[src/rtl/zif_cap_ctrl.sv]
`timescale 1ns/1ps
// ZIF capture controller: skips SKIP beats, captures CAP_LEN beats through a one-entry
// output register with FRAME_LEN tlast framing, drains, then signals done. Optional test-pattern source: ZIF_CAP_TEST_PATTERN_EN.
module zif_cap_ctrl #(
  parameter int CNT_W = 16
) (
  input  logic        axis_clk,
  input  logic        rst_n,
  input  logic        cfg_wr_in,
  input  logic [1:0]  cfg_addr_in,
  input  logic [31:0] cfg_wdata_in,
  output logic [31:0] sts_out,
  input  logic        axis_rx_tvalid_in,
  input  logic [31:0] axis_rx_tdata_in,
  output logic        axis_tx_tvalid_out,
  output logic [31:0] axis_tx_tdata_out,
  output logic        axis_tx_tlast_out,
  input  logic        axis_tx_tready_in,
  output logic        done_intr_out
);

  typedef enum logic [2:0] {
    ST_IDLE    = 3'd0,
    ST_SKIP    = 3'd1,
    ST_CAPTURE = 3'd2,
    ST_DRAIN   = 3'd3,
    ST_DONE    = 3'd4
  } state_t;

  localparam logic [CNT_W-1:0] CNT_ONE = {{(CNT_W-1){1'b0}}, 1'b1};

  state_t           state;
  logic [CNT_W-1:0] cap_len_reg, frame_len_reg, skip_reg;
  logic [CNT_W-1:0] cap_len_act, frame_len_act;
  logic [CNT_W-1:0] skip_cnt, cap_cnt, frame_cnt;
  logic             overflow, done, done_intr;
  logic             tx_valid, tx_last;
  logic [31:0]      tx_data;

  logic             ctrl_wr, abort_req, start_req, slot_free, beat_accept;
  logic             frame_end, cap_end;
  logic [CNT_W-1:0] cap_cnt_nxt, frame_cnt_nxt;
  logic [31:0]      cap_data;
  logic [CNT_W+15:0] cnt_wide;
  logic [15:0]      cnt_field;
  logic             unused_wdata;

  // NOTE: every signal driven here gets a value on every path, so no latch is inferred.
  always_comb begin
    ctrl_wr     = cfg_wr_in && (cfg_addr_in == 2'd0);
    abort_req   = ctrl_wr && cfg_wdata_in[1];
    start_req   = ctrl_wr && cfg_wdata_in[0] && !cfg_wdata_in[1] &&
                  ((state == ST_IDLE) || (state == ST_DONE));
    slot_free   = !tx_valid || axis_tx_tready_in;
    beat_accept = (state == ST_CAPTURE) && axis_rx_tvalid_in && slot_free && !abort_req;
    cap_cnt_nxt   = (cap_cnt == '1)   ? cap_cnt   : cap_cnt + CNT_ONE;
    frame_cnt_nxt = (frame_cnt == '1) ? frame_cnt : frame_cnt + CNT_ONE;
    frame_end   = (frame_len_act != '0) && (frame_cnt_nxt == frame_len_act);
    cap_end     = (cap_cnt_nxt == cap_len_act);
  end

  // The status field is 16 bits wide whatever CNT_W is, so wider counts clamp.
  assign cnt_wide  = {16'd0, cap_cnt};
  assign cnt_field = (cnt_wide > {{CNT_W{1'b0}}, 16'hFFFF}) ? 16'hFFFF : cnt_wide[15:0];
  assign sts_out   = {cnt_field, 11'd0, done, overflow, state};

  assign unused_wdata = ^cfg_wdata_in;

`ifdef ZIF_CAP_TEST_PATTERN_EN
  logic        pat_en;
  logic [31:0] pat_cnt;

  always_ff @(posedge axis_clk or negedge rst_n) begin
    if (!rst_n) begin
      pat_en  <= 1'b0;
      pat_cnt <= 32'd0;
    end else if (start_req) begin
      pat_en  <= cfg_wdata_in[2];
      pat_cnt <= 32'd0;
    end else if (beat_accept) begin
      pat_cnt <= pat_cnt + 32'd1;
    end
  end

  assign cap_data = pat_en ? pat_cnt : axis_rx_tdata_in;
`else
  assign cap_data = axis_rx_tdata_in;
`endif

  // NOTE: sequential state uses non-blocking assignments so every branch reads pre-edge values.
  always_ff @(posedge axis_clk or negedge rst_n) begin
    if (!rst_n) begin
      state         <= ST_IDLE;
      cap_len_reg   <= '0;
      frame_len_reg <= '0;
      skip_reg      <= '0;
      cap_len_act   <= '0;
      frame_len_act <= '0;
      skip_cnt      <= '0;
      cap_cnt       <= '0;
      frame_cnt     <= '0;
      overflow      <= 1'b0;
      done          <= 1'b0;
      done_intr     <= 1'b0;
      tx_valid      <= 1'b0;
      tx_last       <= 1'b0;
      tx_data       <= 32'd0;
    end else begin
      done_intr <= 1'b0;
      if (tx_valid && axis_tx_tready_in) tx_valid <= 1'b0;

      // Length registers are shadowed; the active copies only change at start.
      if (cfg_wr_in) begin
        case (cfg_addr_in)
          2'd1:    cap_len_reg   <= cfg_wdata_in[CNT_W-1:0];
          2'd2:    frame_len_reg <= cfg_wdata_in[CNT_W-1:0];
          2'd3:    skip_reg      <= cfg_wdata_in[CNT_W-1:0];
          default: ;
        endcase
      end

      if (abort_req) begin
        state    <= ST_IDLE;
        tx_valid <= 1'b0;
        tx_last  <= 1'b0;
      end else if (start_req) begin
        overflow      <= 1'b0;
        done          <= 1'b0;
        cap_cnt       <= '0;
        frame_cnt     <= '0;
        cap_len_act   <= cap_len_reg;
        frame_len_act <= frame_len_reg;
        skip_cnt      <= skip_reg;
        if (skip_reg != '0) begin
          state <= ST_SKIP;
        end else if (cap_len_reg == '0) begin
          state     <= ST_DONE;
          done      <= 1'b1;
          done_intr <= 1'b1;
        end else begin
          state <= ST_CAPTURE;
        end
      end else begin
        case (state)
          ST_SKIP: begin
            if (axis_rx_tvalid_in) begin
              skip_cnt <= skip_cnt - CNT_ONE;
              if (skip_cnt == CNT_ONE) begin
                if (cap_len_act == '0) begin
                  state     <= ST_DONE;
                  done      <= 1'b1;
                  done_intr <= 1'b1;
                end else begin
                  state <= ST_CAPTURE;
                end
              end
            end
          end
          ST_CAPTURE: begin
            if (beat_accept) begin
              tx_valid  <= 1'b1;
              tx_data   <= cap_data;
              tx_last   <= frame_end || cap_end;
              cap_cnt   <= cap_cnt_nxt;
              frame_cnt <= frame_end ? '0 : frame_cnt_nxt;
              if (cap_end) state <= ST_DRAIN;
            end else if (axis_rx_tvalid_in) begin
              overflow <= 1'b1;
            end
          end
          ST_DRAIN: begin
            if (!tx_valid) begin
              state     <= ST_DONE;
              done      <= 1'b1;
              done_intr <= 1'b1;
            end
          end
          default: ;
        endcase
      end
    end
  end

  assign axis_tx_tvalid_out = tx_valid;
  assign axis_tx_tdata_out  = tx_data;
  assign axis_tx_tlast_out  = tx_last;
  assign done_intr_out      = done_intr;

endmodule

[config.mk]
export PLATFORM = sky130hd
export DESIGN_NAME = zif_cap_ctrl
export DESIGN_NICKNAME = d
export VERILOG_FILES = /design/src/rtl/zif_cap_ctrl.sv
export SDC_FILE = /design/constraint.sdc
export NUM_CORES = 1
export LEC_CHECK = 0
export BUFFER_PORTS_ARGS = -buffer_cell sky130_fd_sc_hd__buf_2
export CORE_UTILIZATION = 50
export CTS_BUF_LIST = sky130_fd_sc_hd__clkbuf_4 sky130_fd_sc_hd__clkbuf_8
export CTS_CLUSTER_SIZE = 40
export DETAILED_ROUTE_END_ITERATION = 10
export PLACE_DENSITY = 0.78
export SLEW_MARGIN = 20
export SYNTH_ARGS = -nofsm -noshare
export SYNTH_HDL_FRONTEND = slang
export SYNTH_SLANG_ARGS = --single-unit
[constraint.sdc]
create_clock -name axis_clk -period 3.1 [get_ports axis_clk]
set_clock_uncertainty 0.2 [all_clocks]
set_input_delay 0.775 -clock axis_clk [delete_from_list [all_inputs] [get_ports axis_clk]]
set_output_delay 0.775 -clock axis_clk [all_outputs]
set_load 0.03 [all_outputs]
==> results by group <==
STA
  – Period utilization: 99.4%
  – Min Tclk post-route: 3.08 ns
  – Final-report setup violation count: 0
  – Hold Slack: 0.0794 ns
  – Max-Slew Margin vs Limit: 46.6%
  – Fmax: 0.325 GHz
  – Fin. Hold Viols: 0
  – Max-slew violation count: 0
  – Min setup slack post-route: 0.0197 ns
  – RSZ-0062 raised after global routing: yes
  – Slew @ Worst Pin: 0.798 ns
  – Setup_tns: 0 ns

Die
  – FP Rows: 48
  – Die width: 136 µm
  – Io pins: 138
  – Die area: 18,500 µm²
  – Initial core utilization: 51.7%
  – Die height: 136 µm
  – Core Footprint: 17,400 µm²

Drt
  – Post-route ant nets: 0
  – Vias post-DR: 8,101
  – DRC errors left: 0
  – Detailed Route Iter0 Violations: 731
  – Final WL: 25,000 µm
  – Drt pass-1 iters: 5
  – Wire length per cell: 17.7 µm
  – Via density: 5.71

GRT
  – Total grt overflow: 0
  – Vias in the first global route: 7,424
  – First-pass GRT wire length: 38,900 µm
  – Pin count of the biggest net entering global routing: 63
  – Total GRT Usage: 27.3%
  – Initial antenna violation count: 0

Cells and area
  – Post-route design area: 11,100 µm²
  – Final core utilization: 63.9%
  – Nets: 1,259
  – Synthesis-to-finish area growth: 23.6%
  – Share of post-route cells with drive strength above 1: 30.4%
  – Number of flip-flops in the largest register: 32
  – Diode count: 0

Job
  – Max-cap check violation count: 0

CTS
  – Clock-pin slew on the worst setup and hold paths: 0.09 ns
  – TritonCTS Buffers: 17
  – CTS tree: yes
  – CTS Sinks: 168
  – Root Buffer: clkbuf_8
  – Clock Latency Late Sink: 0.46 ns
  – H-tree depth: 4
  – Max clock buf depth: 2

Setup path
  – Element type at the critical path end: flip-flop
  – Bufs and invs on worst path: 1
  – Setup Crit Path Kind: reg2reg
  – Critical path cell sequence: ha_4 -> and3_4 -> nand4_1 -> buf_4 -> a41o_1 -> and2_1 -> o2111ai_1 -> nor4b_2 -> nand4_1 -> a21oi_2 -> mux2_4
  – Worst endpoint required time: 3.25 ns
  – Crit Path Max Fanout: 6
  – CP arrival: 3.23 ns
  – Delay-heaviest family, CP: simple AND/OR/NAND/NOR gates
  – Crit path max-delay cell type: dfrtp_1
  – CP startpoint kind: flip-flop
  – Cell with the most instances on the worst path: nand4_1
  – Slowest Stage Delay on Critical Path: 0.42 ns

Power
  – Lkg Pwr: 5.33 nW
  – Clk network pwr share: 18.8%
  – Sw Pwr: 0.00343 W
  – VDD IR max: 0.465 mV
  – Int Power: 0.00492 W
  – Sw Ratio: 41.1%
  – Part of the power in registers: 39.9%
  – Cell area power density: 750 nW/µm²
  – Logic gate share of total power: 41.3%

Min path
  – Worst min path class: in2async

Placed design
  – Hpwl dp: 17,900 µm
  – Port buffer count: 110
  – Pre-CTS setup slack: -0.0322 ns
  – Placed Instance Area: 10,400 µm²
  – GP Congestion: 0.967

Logic synthesis
  – Synth Register Bits: 168
  – Average footprint of a synthesized cell: 9.13 µm²
  – Sequential area share after synthesis: 46.7%
  – Main flop type after synthesis: dfrtp_1
  – Async set-reset flop share out of synthesis: 100%
  – Syn Inst Count: 986
  – Top-area cell type share of the netlist area: 46.7%
  – Netlist Area Pre-Place: 9000 µm²
  – Post-synth EDFFs: 0
  – Top post-synthesis cells by area: dfrtp_1, nand2_1, mux2_2
  – Synth warn: 0
  – Netlist cell types: 78
  – Leading area contributor after synthesis: dfrtp_1

Run status
  – Status: finished, final reports clean
[power by group through the flow]
| stage | Combinational, W | Sequential, W | Clock [W] |
|---|---|---|---|
| final | 0.00345 | 0.00333 | 0.00157 |
| after global routing | 0.00373 | 0.00341 | 0.00168 |
| after detailed placement | 0.00319 | 0.00334 | 0 |
| after floorplan | 0.00174 | 0.00371 | 0 |
| after CTS | 0.00321 | 0.00330 | 0.00160 |
| after global placement | 0.00314 | 0.00331 | 0 |
[final cells by class]
type / count / area, µm²
clock buffers: 19 / 262
clock inverters: 10 / 120
fillers: 1425 / 6290
inverters: 14 / 52.6
multi-input cells: 751 / 4650
flip-flops and latches: 168 / 4210
well taps: 225 / 282
repair buffers: 232 / 1560
[path summary, 6_finish.rpt]
path	from	endpoint	slack [ns]	depth (start not counted)
worst max-delay path	cap_cnt[0]$_DFFE_PN0P_	state[1]$_DFFE_PN0P_	0.02	11
worst min-delay path	rst_n	skip_cnt[1]$_DFFE_PN0P_	0.08	1
worst max register to register	cap_cnt[0]$_DFFE_PN0P_	state[1]$_DFFE_PN0P_	0.02	11
worst min register to register	frame_len_reg[5]$_DFFE_PN0P_	frame_len_act[5]$_DFFE_PN0P_	0.27	2
max in group asynchronous	rst_n	skip_cnt[11]$_DFFE_PN0P_	1.90	2
min in group axis_clk	frame_len_reg[5]$_DFFE_PN0P_	frame_len_act[5]$_DFFE_PN0P_	0.27	2
[cell usage after synthesis, drive strengths merged (4+ instances only)]
library cell and n:
o2111ai 4, and2 6, dfrtp 168, or3 9, nor3 24, a41oi 5, ha 4, nand4 23
o311ai 8, a21o 6, nor2b 9, and3 13, xnor2 19, nand2b 10, and4 5, mux2 52
o211ai 5, o22ai 6, nor2 50, o21ai 42, nor4 30, nand3b 6, buf 33, nand3 33
xor2 13, a31oi 12, inv 14, a21oi 35, clkbuf 31, nand2 260
[metrics by stage]
step	total power [W]	std cells
floorplan	0.00544	996
global placement	0.00645	1375
detailed placement	0.00652	1375
CTS	0.00811	1405
global route	0.00882	1419
finish	0.00835	1419
[layout by cell type, fill, tap and decap left out, types with 14 or more instances in the layout]
| cell | count |
|---|---|
| nor3_1 | 22 |
| a21oi_1 | 34 |
| clkbuf_8 | 19 |
| xnor2_1 | 19 |
| buf_4 | 113 |
| nor2_1 | 49 |
| nand2_1 | 257 |
| dfrtp_1 | 166 |
| o21ai_0 | 40 |
| nor4_1 | 24 |
| mux2_2 | 51 |
| inv_1 | 14 |
| nand4_1 | 21 |
| nand3_1 | 30 |
| buf_2 | 109 |
[per-layer routing]
| layer | wire length, µm | vias up | global-route usage [%] |
|---|---|---|---|
| met5 | 0 | - | 0 |
| met4 | 522 | 0 | 8.83 |
| met3 | 1460 | 41 | 5.03 |
| met2 | 12100 | 258 | 43.3 |
| met1 | 11000 | 3928 | 37.6 |
| li1 | - | 3874 | - |
[cell families (layout without fill, tap and decap cells)]
kind of cell	after synthesis	in the layout	synth area share (%)
AOI/OAI and AO/OA	156	156	11.9
xor gates and xnor gates	32	32	3.11
adders and majority gates	4	4	0.556
buffers and inverters	78	275	4.53
DFF	168	168	46.7
muxes	53	53	6.62
other	1	11	0.0417
and+or+nand+nor	494	495	26.6
[timing repair]
item | CTS | global route
gates resized for setup | 2 | 38
hold buffers | 0 | 0
endpoints found under the hold margin | 0 | 0
gates cloned | 0 | 1
setup endpoints to repair | 1 | 18
pin swaps | 1 | 18
buffers inserted | 1 | 13
Note: power is estimated with default switching activity, not from simulation.
